### src/rtl/vga_display_if.sv
// Pixel-scan bundle between the VGA controller and the object renderers.
// test_mode exists only when VGA_TEST_PATTERN_EN is defined.
interface vga_display_if;
  logic       pacman_fill;
  logic       ghost_fill;
  logic       wall_fill;
  logic       pellet_fill;
`ifdef VGA_TEST_PATTERN_EN
  logic       test_mode;
`endif
  logic [9:0] hCount;
  logic [9:0] vCount;
  logic       pix_en;
  logic       hSync;
  logic       vSync;
  logic       bright;
  logic [3:0] vga_r;
  logic [3:0] vga_g;
  logic [3:0] vga_b;
  logic       frame_tick;

  modport master (
    input  pacman_fill,
    input  ghost_fill,
    input  wall_fill,
    input  pellet_fill,
`ifdef VGA_TEST_PATTERN_EN
    input  test_mode,
`endif
    output hCount,
    output vCount,
    output pix_en,
    output hSync,
    output vSync,
    output bright,
    output vga_r,
    output vga_g,
    output vga_b,
    output frame_tick
  );

  modport slave (
    output pacman_fill,
    output ghost_fill,
    output wall_fill,
    output pellet_fill,
`ifdef VGA_TEST_PATTERN_EN
    output test_mode,
`endif
    input  hCount,
    input  vCount,
    input  pix_en,
    input  hSync,
    input  vSync,
    input  bright,
    input  vga_r,
    input  vga_g,
    input  vga_b,
    input  frame_tick
  );
endinterface

### src/rtl/vga_display_ctrl.sv
// VGA scan generator, fill-priority colour resolve and frame tick.
// Define VGA_TEST_PATTERN_EN to add test_mode eight-bar colour pattern.
module vga_display_ctrl #(
  parameter int DIV         = 4,
  parameter int H_TOTAL     = 800,
  parameter int H_SYNC      = 96,
  parameter int H_VIS_START = 144,
  parameter int H_VIS_END   = 783,
  parameter int V_TOTAL     = 525,
  parameter int V_SYNC      = 2,
  parameter int V_VIS_START = 35,
  parameter int V_VIS_END   = 514
) (
  input  logic          clk,
  input  logic          reset,
  vga_display_if.master vif
);

  localparam int DW = (DIV > 2) ? $clog2(DIV) : 1;

  localparam logic [DW-1:0] DIV_LAST = DW'(DIV - 1);
  localparam logic [9:0]    H_LAST   = 10'(H_TOTAL - 1);
  localparam logic [9:0]    V_LAST   = 10'(V_TOTAL - 1);
  localparam logic [9:0]    HS_W     = 10'(H_SYNC);
  localparam logic [9:0]    VS_W     = 10'(V_SYNC);
  localparam logic [9:0]    HV_S     = 10'(H_VIS_START);
  localparam logic [9:0]    HV_E     = 10'(H_VIS_END);
  localparam logic [9:0]    VV_S     = 10'(V_VIS_START);
  localparam logic [9:0]    VV_E     = 10'(V_VIS_END);

  logic [DW-1:0] div_q, div_d;
  logic          pix_en_q, pix_en_d;
  logic [9:0]    hcount_q, hcount_d;
  logic [9:0]    vcount_q, vcount_d;
  logic          hsync_q, hsync_d;
  logic          vsync_q, vsync_d;
  logic          bright_q, bright_d;
  logic [11:0]   rgb_q, rgb_d;

  logic          h_last, v_last;
  logic          hs_n, vs_n, vis;
  logic [11:0]   rgb_c;

  assign h_last = (hcount_q == H_LAST);
  assign v_last = (vcount_q == V_LAST);

  assign hs_n = !(hcount_q < HS_W);
  assign vs_n = !(vcount_q < VS_W);
  assign vis  = (hcount_q >= HV_S) && (hcount_q <= HV_E) &&
                (vcount_q >= VV_S) && (vcount_q <= VV_E);

`ifdef VGA_TEST_PATTERN_EN
  logic [9:0] rel;
  logic [2:0] bar;

  // Bars are 80 columns wide, so the index comes from band compares.
  always_comb begin
    rel = hcount_q - HV_S;
    bar = '0;
    for (int i = 1; i < 8; i++) begin
      if (rel >= 10'(80 * i)) bar = 3'(i);
    end
  end
`endif

  always_comb begin
    rgb_c = '0;
    if (!vis) begin
      rgb_c = '0;
`ifdef VGA_TEST_PATTERN_EN
    end else if (vif.test_mode) begin
      rgb_c = {{4{bar[2]}}, {4{bar[1]}}, {4{bar[0]}}};
`endif
    end else if (vif.pacman_fill) begin
      rgb_c = 12'hFF0;
    end else if (vif.ghost_fill) begin
      rgb_c = 12'hF00;
    end else if (vif.wall_fill) begin
      rgb_c = 12'h00F;
    end else if (vif.pellet_fill) begin
      rgb_c = 12'hFFF;
    end
  end

  always_comb begin
    div_d    = div_q + DW'(1);
    pix_en_d = (div_q == DIV_LAST);
    hcount_d = hcount_q;
    vcount_d = vcount_q;
    hsync_d  = hsync_q;
    vsync_d  = vsync_q;
    bright_d = bright_q;
    rgb_d    = rgb_q;
    if (div_q == DIV_LAST) div_d = '0;
    // Decode and fills share this edge, so outputs trail counters by 1 px.
    if (pix_en_q) begin
      hsync_d  = hs_n;
      vsync_d  = vs_n;
      bright_d = vis;
      rgb_d    = rgb_c;
      if (h_last) begin
        hcount_d = '0;
        vcount_d = v_last ? 10'd0 : vcount_q + 10'd1;
      end else begin
        hcount_d = hcount_q + 10'd1;
      end
    end
  end

  always_ff @(posedge clk or posedge reset) begin
    if (reset) begin
      div_q    <= '0;
      pix_en_q <= 1'b0;
      hcount_q <= '0;
      vcount_q <= '0;
      hsync_q  <= 1'b1;
      vsync_q  <= 1'b1;
      bright_q <= 1'b0;
      rgb_q    <= '0;
    end else begin
      div_q    <= div_d;
      pix_en_q <= pix_en_d;
      hcount_q <= hcount_d;
      vcount_q <= vcount_d;
      hsync_q  <= hsync_d;
      vsync_q  <= vsync_d;
      bright_q <= bright_d;
      rgb_q    <= rgb_d;
    end
  end

  assign vif.hCount     = hcount_q;
  assign vif.vCount     = vcount_q;
  assign vif.pix_en     = pix_en_q;
  assign vif.hSync      = hsync_q;
  assign vif.vSync      = vsync_q;
  assign vif.bright     = bright_q;
  assign vif.vga_r      = rgb_q[11:8];
  assign vif.vga_g      = rgb_q[7:4];
  assign vif.vga_b      = rgb_q[3:0];
  assign vif.frame_tick = pix_en_q & h_last & v_last;

endmodule
### src/flat_wrapper.sv
// flat-port wrapper written by rule: the top's interface ports become plain ports
module vga_display_ctrl_flat 
#(
  parameter int DIV         = 4,
  parameter int H_TOTAL     = 800,
  parameter int H_SYNC      = 96,
  parameter int H_VIS_START = 144,
  parameter int H_VIS_END   = 783,
  parameter int V_TOTAL     = 525,
  parameter int V_SYNC      = 2,
  parameter int V_VIS_START = 35,
  parameter int V_VIS_END   = 514
)
  (clk, reset, vif_pacman_fill, vif_ghost_fill, vif_wall_fill, vif_pellet_fill, vif_hCount, vif_vCount, vif_pix_en, vif_hSync, vif_vSync, vif_bright, vif_vga_r, vif_vga_g, vif_vga_b, vif_frame_tick);
  vga_display_if vif_i ();
  input  logic clk;
  input  logic reset;
  input wire logic [$bits(vif_i.pacman_fill)-1:0] vif_pacman_fill;
  input wire logic [$bits(vif_i.ghost_fill)-1:0] vif_ghost_fill;
  input wire logic [$bits(vif_i.wall_fill)-1:0] vif_wall_fill;
  input wire logic [$bits(vif_i.pellet_fill)-1:0] vif_pellet_fill;
  output wire logic [$bits(vif_i.hCount)-1:0] vif_hCount;
  output wire logic [$bits(vif_i.vCount)-1:0] vif_vCount;
  output wire logic [$bits(vif_i.pix_en)-1:0] vif_pix_en;
  output wire logic [$bits(vif_i.hSync)-1:0] vif_hSync;
  output wire logic [$bits(vif_i.vSync)-1:0] vif_vSync;
  output wire logic [$bits(vif_i.bright)-1:0] vif_bright;
  output wire logic [$bits(vif_i.vga_r)-1:0] vif_vga_r;
  output wire logic [$bits(vif_i.vga_g)-1:0] vif_vga_g;
  output wire logic [$bits(vif_i.vga_b)-1:0] vif_vga_b;
  output wire logic [$bits(vif_i.frame_tick)-1:0] vif_frame_tick;
  assign vif_i.pacman_fill = vif_pacman_fill;
  assign vif_i.ghost_fill = vif_ghost_fill;
  assign vif_i.wall_fill = vif_wall_fill;
  assign vif_i.pellet_fill = vif_pellet_fill;
  assign vif_hCount = vif_i.hCount;
  assign vif_vCount = vif_i.vCount;
  assign vif_pix_en = vif_i.pix_en;
  assign vif_hSync = vif_i.hSync;
  assign vif_vSync = vif_i.vSync;
  assign vif_bright = vif_i.bright;
  assign vif_vga_r = vif_i.vga_r;
  assign vif_vga_g = vif_i.vga_g;
  assign vif_vga_b = vif_i.vga_b;
  assign vif_frame_tick = vif_i.frame_tick;
  vga_display_ctrl #(.DIV(DIV), .H_TOTAL(H_TOTAL), .H_SYNC(H_SYNC), .H_VIS_START(H_VIS_START), .H_VIS_END(H_VIS_END), .V_TOTAL(V_TOTAL), .V_SYNC(V_SYNC), .V_VIS_START(V_VIS_START), .V_VIS_END(V_VIS_END)) u_core (.clk(clk), .reset(reset), .vif(vif_i));
endmodule
### config.mk
export PLATFORM = sky130hd
export DESIGN_NAME = vga_display_ctrl_flat
export DESIGN_NICKNAME = d
export VERILOG_FILES = /design/src/rtl/vga_display_if.sv /design/src/rtl/vga_display_ctrl.sv /design/src/flat_wrapper.sv
export SDC_FILE = /design/constraint.sdc
export NUM_CORES = 1
export LEC_CHECK = 0
export ABC_AREA = 1
export CORE_MARGIN = 2
export CORE_UTILIZATION = 49
export DETAILED_ROUTE_END_ITERATION = 10
export GPL_TIMING_DRIVEN = 0
export MAX_ROUTING_LAYER = met4
export PLACE_DENSITY = 0.83
export SLEW_MARGIN = 20
export SYNTH_ARGS = -nofsm -noshare
export SYNTH_HDL_FRONTEND = slang
export SYNTH_SLANG_ARGS = --single-unit
### constraint.sdc
create_clock -name clk -period 1.8 [get_ports clk]
set_input_delay 0.36 -clock clk [delete_from_list [all_inputs] [get_ports clk]]
set_output_delay 0.36 -clock clk [all_outputs]
set_load 0.02 [all_outputs]
Word level (Yosys, flattened, before mapping):

Cells that the tools add are included.

* ROM bits: 0
* bits of input ports: 6
* register bits: 38
* memories kept: 0
* logic and storage cells: 36
* RAM bits: 0
* output and inout port bits: 37
* bits in latches: 0

* reduce and logical (&&, ||, !) cells: 6
* multiplexer cells: 8
* bitwise operators: 2
* magnitude comparators: 6
* shifts and indexed selects: 0
* multiply operators: 0
* add/sub/neg operators: 3
* eq/ne operators: 3
* div/mod/pow operators: 0

Operators by type and width (count)
* 2-to-1 mux 12 bit: 5
* adder 10 x 1 -> 10 bit, second input constant: 2
* equality test 10 bit, second input constant: 2
* less-or-equal comparator 10 bit, second input constant: 2
* 2-to-1 mux 10 bit: 2
* >= comparator 10 x 6 -> 1 bit, second input constant: 1
* >= comparator 10 x 8 -> 1 bit, second input constant: 1
* less-than comparator 10 x 2 -> 1 bit, second input constant: 1
* less-than comparator 10 x 7 -> 1 bit, second input constant: 1
* logical AND 1 bit: 3
* adder 2 x 1 -> 2 bit, second input constant: 1
* bitwise AND 1 bit: 2
* equality test 2 bit, second input constant: 1
* zero test 1 bit: 2
* 2-to-1 mux 2 bit: 1
* AND reduction 2 bit: 1

Depth between registers and ports, before layout:

Gate-level depths: netlist (run 1).

* word-level depth: 5
* gate-level depth with buffers: 9
* mapped depth without buffers: 9

Worst setup path before layout (run 1):

OpenSTA, ideal clock, no wires.

* path kind: reg2out
* start point: reg u_core.hcount_q[0], in the netlist u_core.vif.hCount[0]
* end point: out vif_frame_tick
* path buffers: 1
* cell stages (with the launch flop): 7
* data arrival time: 1.613 ns
* data required time: 1.440 ns
* slack: -0.173 ns
* path through: dfrtp_1 > ha_1 > inv_1 > nor2_4 > nand4_1 > buf_2 > nor4_2

* cells in the longest elaborated chain, start to end: 3

RTL lines
* start, declared: RTL line vga_display_ctrl.sv:33 `logic [9:0] hcount_q, hcount_d;`
* start signal, assigned: RTL line vga_display_ctrl.sv:123 `hcount_q <= hcount_d;`
* equality test 10 bit: RTL line vga_display_ctrl.sv:44 `assign h_last = (hcount_q == H_LAST);`
* bitwise AND 1 bit (2 in a row): RTL line vga_display_ctrl.sv:141 `assign vif.frame_tick = pix_en_q & h_last & v_last;`
* end, declared: RTL line flat_wrapper.sv:31 `output wire logic [$bits(vif_i.frame_tick)-1:0] vif_frame_tick;`

Every way passes these cells.

Worst setup path after layout (run 1):

* start point: reg u_core.hcount_q[7], in the netlist u_core.vif.hCount[7]
* end point: out vif_frame_tick

Same word-level chain as after synthesis.

==> results.yml, run 1 <==
worst_setup_path:
  crit_start: "u_core.vif.hCount[7]"
  cp-end-kind: "output port"
  reg2reg_from: "u_core.vif.vCount[1]"
  cp-start-kind: "register"
  worstSetupPathType: "reg2out"
  crit_path_max_fanout: 2
  cp_data_required_time_ns: 1.44
  arrival_ns: 1.66
power:
  leakagePower_nw: 1.33
  p_per_area_nw_per_um2: 450
  p_total_mw: 1.09
  ir_worst_vdd_mv: 0.393
timing:
  finClkSkew_ns: 0.00621
  setup_viol: 1
  rsz0062_at_grt: "yes"
  worst_pin_slew_ns: 0.592
  fin_crit_ns: 2.02
  setup_slack_ns: -0.219
  max_freq_ghz: 0.495
  finalCritPeriodShare_pct: 112
  drv_slew: 0
  hold_viol: 0
  relSlewSlack_pct: 60.5
cells_and_area:
  mostFrequentLayoutCells: "nand2_1 (54), nor2_1 (31), buf_4 (24), inv_1 (23)"
  fin_nets: 301
  finalCoreUtilization_pct: 71.8
  final_common_cell: "nand2_1"
  drive_above_1_share_pct: 20.7
  syn_to_final_growth_pct: 39.3
  diodes: 0
routing:
  top_layer_used: "met4"
  ant_nets: 0
  drtPass1Iterations: 4
  vias: 1647
  totalWireLength_um: 4070
  drtIter0Drc: 127
  route.met3.wl_um: 222
  vias_per_cell: 4.90
  wl_met2_um: 1930
  m1WireLength_um: 1830
  wl_per_cell_um: 12.1
  drc_errors: 0
synth:
  netlist_instances: 226
  synth.distinct_cells: 27
  synth_fa_ha_area_share_pct: 4.30
  yosysSeqAreaShare_pct: 41.7
  yosysWarnings: 0
  synth_top_family_by_area: "simple AND/OR/NAND/NOR gates"
  synth_compound_area_share_pct: 5.73
  post_synth.cell_area_avg_um2: 7.73
  yosys.area_share.simple_pct: 32.0
  syn_nets: 238
  synth_xor_xnor_area_share_pct: 4.51
  synth.area.mux_share_pct: 0
  ys_seq_elements: 29
  synth_area_um2: 1750
cts:
  clock-sinks: 29
  cts_tree: "built"
  ctsHoldBuffers: 0
  htreeDepth: 2
  cts_made_buffers: 5
  clk_latency_ns: 0.33
  clockRootBuffer: "clkbuf_4"
  clock_tree.buffer_depth: 2
  worst_setup_hold_path_clk_slew_ns: 0.09
run:
  drv_cap: 0
grt:
  antenna_found_initial: 0
  grt_use_total_pct: 22.8
  grt_max_degree: 30
  grt_pass1_wl_um: 6980
  first_global_vias: 1571
  grt_overflow: 0
placed_design:
  portBuffers: 42
  hpwl_um: 2870
  gp_congestion: 0.885
die:
  initial_core_util_pct: 51.5
  ios: 43
  die_h_um: 63.7
  dieArea_um2: 4060
  num_rows: 21
  die_w_um: 63.7
  fp.coreArea_um2: 3390
run_status:
  violations: "setup timing"
  run_status: "finished with violations"
min_path:
  hp-class: "in2async"
[metal layers]
metal  up-vias  GRT usage (%)
li1        840              -
met4         0           10.1
met1       744           27.9
met3        10           5.54
met2        53           35.9
met5         -              -
[metrics by stage]
step | hold slack, ns | setup slack [ns] | instance area, µm² | instances | TNS, ns
6_report | 0.411 | -0.219 | 2430 | 336 | -0.219
4_1_cts | 0.438 | -0.190 | 2390 | 335 | -0.190
3_5_place_dp | 0.421 | -0.597 | 2260 | 314 | -0.597
2_1_floorplan | 0.403 | 0.000495 | 1780 | 226 | 0
5_1_grt | 0.446 | -0.344 | 2430 | 336 | -0.344
3_3_place_gp | 0.415 | -0.574 | 2260 | 314 | -0.574
[where the power goes]
group          internal (mW)  switching [mW]  leakage (nW)
Sequential             0.651               0         0.370
Combinational         0.0117          0.0171         0.924
Clock                  0.192           0.222        0.0326
Total                  0.855           0.239          1.33
[layout make-up]
type,instances,area [µm²]
tap,46,57.6
multi-input combinational,155,845
inverter,29,109
fill,256,956
buffer,13,106
clock buffer,8,58.8
sequential,29,739
timing repair buffer,56,518
[cells by family (layout without fill, tap and decap cells)]
group	after synthesis	in the layout
compound gates	18	18
fa+ha+maj	6	6
xor+xnor	9	9
buf+inv	42	106
flops	29	29
simple gates	122	122
[worst paths after layout]
path | slack (ns) | endpoint | depth (start not counted)
min in group clk | 0.44 | u_core.div_q[0] | 1
hold / removal | 0.41 | u_core.vif.vCount[6] | 2
max in group asynchronous | 0.96 | u_core.vif.vCount[1] | 2
setup / recovery | -0.22 | vif_frame_tick | 7
hold reg to reg | 0.44 | u_core.div_q[0] | 1
setup reg to reg | 0.33 | u_core.vif.vCount[0] | 7
[state kept, by name, indices dropped and copies added, names as in the netlist]
signal / cells
u_core.vif.hCount: 10
u_core.vif.vCount: 10
u_core.rgb_q: 3
u_core.div_q: 2
u_core.vif.bright: 1
u_core.vif.hSync: 1
u_core.vif.pix_en: 1
u_core.vif.vSync: 1
[cell usage after synthesis (all sizes together)]
master	number	area, µm²
buf	13	96.3
dfrtp	27	676
o21a	1	7.51
nand2	56	215
nand3	16	92.6
o21ai	13	65.1
a41oi	2	17.5
dfstp	2	52.6
and3	1	6.26
xor2	8	70.1
and2	1	6.26
nand3b	1	7.51
nor3	1	5.00
nor4	1	12.5
inv	29	109
xnor2	1	8.76
nand4	10	62.6
a21oi	2	10.0
ha	6	75.1
nor2	35	151
[critical path, cell delays in order, from the launching register on]
cell     delay [ns]
dfrtp_2        0.43
inv_2          0.06
nand2_1        0.09
nor2_4         0.11
nand4_1        0.17
buf_6          0.17
nor4_4         0.12
buf_4          0.18
[timing repair]
item / 4_1_cts / 5_1_grt
gates resized for setup: 29 / 12
hold endpoints to repair: 0 / 0
endpoints found under the setup margin: 16 / 10
pin swaps: 5 / 2
gates cloned: 0 / 0
setup buffers: 13 / 1
Note: power is estimated with default switching activity, not from simulation.
==> inputs of run 2 (changes only) <==
--- a/config.mk
+++ b/config.mk
@@ -7,11 +7,11 @@
 export LEC_CHECK = 0
 export ABC_AREA = 1
 export CORE_MARGIN = 2
-export CORE_UTILIZATION = 49
+export CORE_UTILIZATION = 53
 export DETAILED_ROUTE_END_ITERATION = 10
 export GPL_TIMING_DRIVEN = 0
 export MAX_ROUTING_LAYER = met4
-export PLACE_DENSITY = 0.83
+export PLACE_DENSITY = 0.89
 export SLEW_MARGIN = 20
 export SYNTH_ARGS = -nofsm -noshare
 export SYNTH_HDL_FRONTEND = slang
==> constraint.sdc (replaced) <==
create_clock -name clk -period 2.6 [get_ports clk]
set_input_delay 0.52 -clock clk [delete_from_list [all_inputs] [get_ports clk]]
set_output_delay 0.52 -clock clk [all_outputs]
set_load 0.02 [all_outputs]
==> run 2 against run 1 <==
Effect of this change: clock skew grew 0.00074 ns; sequential share of layout area grew 1.4 points; final cell count shrank 4.5%; the run now ends clean; sequential cell count is the same; core utilization grew 2.3 points; die area shrank 7.1%; sequential power shrank 31%; routed wire length shrank 5.5%; total power shrank 28%.
==> results.yml, run 2 (synthesis gave the netlist of run 1 again) <==
timing:
  relSlewSlack_pct: 60.2
  drv_slew: 0
  worst_pin_slew_ns: 0.596
  setup_viol: 0
  rsz0062_at_grt: "no"
  setup_slack_ns: 0.165
  fin_tns_setup_ns: 0
  hold_viol: 0
  max_freq_ghz: 0.411
  finalCritPeriodShare_pct: 93.6
  finClkSkew_ns: 0.00695
  holdWs_ns: 0.436
  fin_crit_ns: 2.43
cts:
  clk_latency_ns: 0.33
  clock-sinks: 29
  worst_setup_hold_path_clk_slew_ns: 0.09
  ctsHoldBuffers: 0
  clock_tree.buffer_depth: 2
  clockRootBuffer: "clkbuf_4"
  htreeDepth: 2
  cts_made_buffers: 5
  cts_tree: "built"
cells_and_area:
  finalCoreUtilization_pct: 74.1
  mostFrequentLayoutCells: "nand2_1 (54), clkdlybuf4s50_1 (41), nor2_1 (31), inv_1 (28), dfrtp_1 (26)"
  drive_above_1_share_pct: 12.6
  syn_to_final_growth_pct: 31.6
  diodes: 0
  post-route-cell-area_um2: 2300
  fin_nets: 288
  fillers: 243
  final_common_cell: "nand2_1"
die:
  dieArea_um2: 3770
  num_rows: 20
  die_h_um: 61.4
  die_w_um: 61.4
  fp.coreArea_um2: 3100
  initial_core_util_pct: 56.3
  ios: 43
power:
  leakagePower_nw: 1.07
  p_per_area_nw_per_um2: 342
  ir_worst_vdd_mv: 0.267
worst_setup_path:
  cpLargestDelayFamily: "simple AND/OR/NAND/NOR gates"
  arrival_ns: 1.91
  crit_path_cell_trace: "inv_1 > nand2_1 > nor2_2 > nand4_1 > buf_4 > nor4_2 > buf_2"
  cp-start-kind: "register"
  worstSetupPathType: "reg2out"
  cp_slowest_cell: "dfrtp_1"
  crit_path_max_fanout: 10
  cpPeakStageDelay_ns: 0.44
  cp-end-kind: "output port"
  cp_data_required_time_ns: 2.08
  r2r_slack_ns: 1.08
  crit_buf_inv: 3
routing:
  drc_errors: 0
  vias_per_cell: 5.01
  ant_nets: 0
  vias: 1608
  totalWireLength_um: 3850
  drtIter0Drc: 70
  drtPass1Iterations: 4
  wl_per_cell_um: 12.0
placed_design:
  gp_congestion: 0.840
  portBuffers: 42
  dpl-instance-area_um2: 2220
  dp_slack_ns: 0.0669
  hpwl_um: 2870
grt:
  first_global_vias: 1534
  antenna_found_initial: 0
  grt_max_degree: 30
  grt_pass1_wl_um: 6710
  grt_overflow: 0
  grt_use_total_pct: 25.1
run:
  drv_cap: 0
run_status:
  run_status: "finished clean"
min_path:
  hp-class: "reg2reg"
## run 2: cell types whose count changed in the layout (fill, tap and decap cells not counted), moves of 2 or more
cell and delta:
clkdlybuf4s50_1 +25, dlygate4sd2_1 -18, buf_4 -12, dfrtp_1 +8
dfrtp_2 -8, dlymetal6s2s_1 -7, inv_1 +5, inv_2 -5
buf_6 -2, clkbuf_1 -2
## run 2: path summary, 6_finish.rpt
path                                 startpoint                    to  depth (start not counted)
max                        u_core.vif.hCount[6]        vif_frame_tick                          7
min                             u_core.div_q[0]       u_core.div_q[0]                          1
max in group asynchronous                 reset  u_core.vif.hCount[0]                          2
max reg2reg                u_core.vif.hCount[6]  u_core.vif.vCount[4]                          8
min in group asynchronous                 reset       u_core.div_q[1]                          2
min reg2reg                     u_core.div_q[0]       u_core.div_q[0]                          1
## run 2: stage by stage
step,cells,power [mW]
floorplan,226,0.469
global placement,312,0.480
detailed placement,312,0.480
CTS,320,0.793
global route,321,0.822
finish,321,0.787
## run 2: what timing repair did
action,4_1_cts,5_1_grt
gates resized for setup,4,4
endpoints found under the setup margin,1,1
pin swaps,0,1
setup buffers,0,1
cloned,0,0
## run 2: metal layers
layer	global-route usage, %	vias to the layer above	wire [µm]
li1	-	814	-
met1	30.8	733	1740
met2	39.7	52	1820
met3	6.51	9	220
met4	10.3	0	72
met5	-	-	0
## run 2: layout make-up
cell class,instances,area [µm²],area share [%]
inverters,29,109,4.74
clock buffers,7,65.1,2.83
repair buffers,43,423,18.4
well taps,44,55.1,2.40
multi-input cells,155,813,35.4
clock inverters,1,5.00,0.218
plain buffers,13,98.8,4.30
flip-flops and latches,29,729,31.7
## run 2: where the power goes
part	total (mW)	internal (mW)	leakage (nW)	switching, mW
clock	0.316	0.157	0.0413	0.160
sequential	0.451	0.451	0.382	0
combinational	0.0198	0.00809	0.645	0.0117
total	0.787	0.615	1.07	0.171
==> inputs of run 3 (changes only) <==
--- a/config.mk
+++ b/config.mk
@@ -11,7 +11,7 @@
 export DETAILED_ROUTE_END_ITERATION = 10
 export GPL_TIMING_DRIVEN = 0
 export MAX_ROUTING_LAYER = met4
-export PLACE_DENSITY = 0.89
+export PLACE_DENSITY = 0.85
 export SLEW_MARGIN = 20
 export SYNTH_ARGS = -nofsm -noshare
 export SYNTH_HDL_FRONTEND = slang
==> run 3 against run 2 <==
Effect of this change: sequential power about the same; sequential share of layout area increased by 0.40 points; first-iteration DRC count decreased by 7.1%; global-route usage decreased by 2.1 points; largest power group unchanged.
==> results.yml, run 3 (synthesis gave the netlist of run 1 again) <==
worst_setup_path:
  crit_path_max_fanout: 10
  arrival_ns: 1.93
  reg2reg_from: "u_core.vif.vCount[1]"
  cp_data_required_time_ns: 2.08
  cp-end-kind: "output port"
  r2r_slack_ns: 1.07
  worstSetupPathType: "reg2out"
  rr_endpoint: "u_core.vif.vCount[6]"
  cp-start-kind: "register"
  reg2reg_depth: 6
cells_and_area:
  mostFrequentLayoutCells: "nand2_1 (54), clkdlybuf4s50_1 (41), nor2_1 (31), inv_1 (28), dfrtp_1 (27)"
  drive_above_1_share_pct: 10.9
  fillers: 263
  syn_to_final_growth_pct: 29.7
  multi_input_area_um2: 813
  diodes: 0
  seqCellArea_um2: 728
  final_common_cell: "nand2_1"
  fin_nets: 287
routing:
  drtPass1Iterations: 5
  drtIter0Drc: 65
  drc_errors: 0
  totalWireLength_um: 3650
  ant_nets: 0
  vias: 1582
  wl_per_cell_um: 11.4
  vias_per_cell: 4.94
die:
  num_rows: 20
  dieArea_um2: 3770
  fp.coreArea_um2: 3100
  die_w_um: 61.4
  ios: 43
  die_h_um: 61.4
  initial_core_util_pct: 56.3
cts:
  cts_tree: "built"
  clock_tree.buffer_depth: 2
  htreeDepth: 2
  cts_made_buffers: 5
  clock-sinks: 29
  clk_latency_ns: 0.33
  cts_setup_buffers: 0
  worst_setup_hold_path_clk_slew_ns: 0.08
  clockRootBuffer: "clkbuf_4"
grt:
  antenna_found_initial: 0
  first_global_vias: 1403
  grt_pass1_wl_um: 6200
  grt_overflow: 0
  grt_max_degree: 30
  grt_use_total_pct: 23.0
power:
  switching_share_pct: 22.6
  seqPwrFrac_pct: 61.6
  pwr-share-comb_pct: 2.8
  p_per_area_nw_per_um2: 323
  p_total_uw: 732
  p_int_uw: 566
  ir_worst_vdd_mv: 0.197
  pwr-share-clk_pct: 35.6
  leakagePower_nw: 1.05
  p_sw_uw: 165
placed_design:
  gp_congestion: 0.850
  hpwl_um: 2740
  portBuffers: 42
run:
  drv_cap: 0
timing:
  fin_tns_setup_ns: 0
  drv_slew: 0
  setup_viol: 0
  rsz0062_at_grt: "no"
  finClkSkew_ns: 0.00583
  finalCritPeriodShare_pct: 94.1
  fin_crit_ns: 2.45
  worst_pin_slew_ns: 0.590
  max_freq_ghz: 0.409
  hold_viol: 0
  relSlewSlack_pct: 60.6
min_path:
  hold_end: "u_core.div_q[0]"
  hp-class: "reg2reg"
  hp-start: "u_core.div_q[0]"
  holdPathStages: 1
run_status:
  run_status: "finished clean"
run 3: cell count changes in the layout (fill, tap and decap cells not counted), sizes merged:
cell	previous run	this run
clkbuf	7	9
buf	15	13
clkinv	1	0
run 3: repair_timing:
action	in CTS	in global routing
hold buffers	0	0
endpoints found under the setup margin	1	1
gates resized for setup	2	2
run 3: metrics by stage:
step	std cells	hold WS, ns	area (µm²)	utilization (%)	worst slack [ns]
2_1_floorplan	226	0.403	1750	-	0.467
3_3_place_gp	312	0.412	2220	71.6	0.0753
3_5_place_dp	312	0.423	2220	71.6	0.0755
4_1_cts	320	0.432	2270	73.2	0.00624
5_1_grt	320	0.458	2270	73.0	0.0253
6_report	320	0.429	2270	73.0	0.154
run 3: per-layer routing:
| metal | vias up | global-route usage, % | part of all wire (%) |
|---|---|---|---|
| li1 | 809 | - | - |
| met1 | 713 | 28.6 | 44 |
| met2 | 56 | 36.2 | 48 |
| met3 | 4 | 6.30 | 7.3 |
| met4 | 0 | 8.21 | 0.69 |
| met5 | - | - | 0 |
run 3: cell type report:
cell class                      instances  area share [%]
Multi-Input combinational cell        155            35.9
Sequential cell                        29            32.1
Timing Repair Buffer                   42            18.3
Inverter                               29            4.80
Buffer                                 13            4.25
Tap cell                               44            2.43
Clock buffer                            8            2.15
run 3: worst max-delay path, stage by stage, from the launching register on:
cell and delay, ns:
dfrtp_1 0.42, ha_1 0.19, inv_1 0.07, nor2_4 0.15
nand4_1 0.16, buf_2 0.24, nor4_2 0.16, clkbuf_2 0.21
run 3: power by group through the flow:
stage	clock network, mW	registers [mW]	logic [mW]
4_1_cts	0.267	0.451	0.0208
5_1_grt	0.296	0.451	0.0233
6_report	0.261	0.451	0.0202
3_5_place_dp	0	0.460	0.0207
3_3_place_gp	0	0.460	0.0203
2_1_floorplan	0	0.460	0.00942
run 3: worst max-delay path by stage:
stage,start,end
floorplan,u_core.vif.hCount[0],vif_frame_tick
global placement,u_core.vif.hCount[0],vif_frame_tick
detailed placement,u_core.vif.hCount[0],vif_frame_tick
CTS,u_core.vif.hCount[0],vif_frame_tick
global route,u_core.vif.hCount[0],vif_frame_tick
finish,u_core.vif.hCount[0],vif_frame_tick
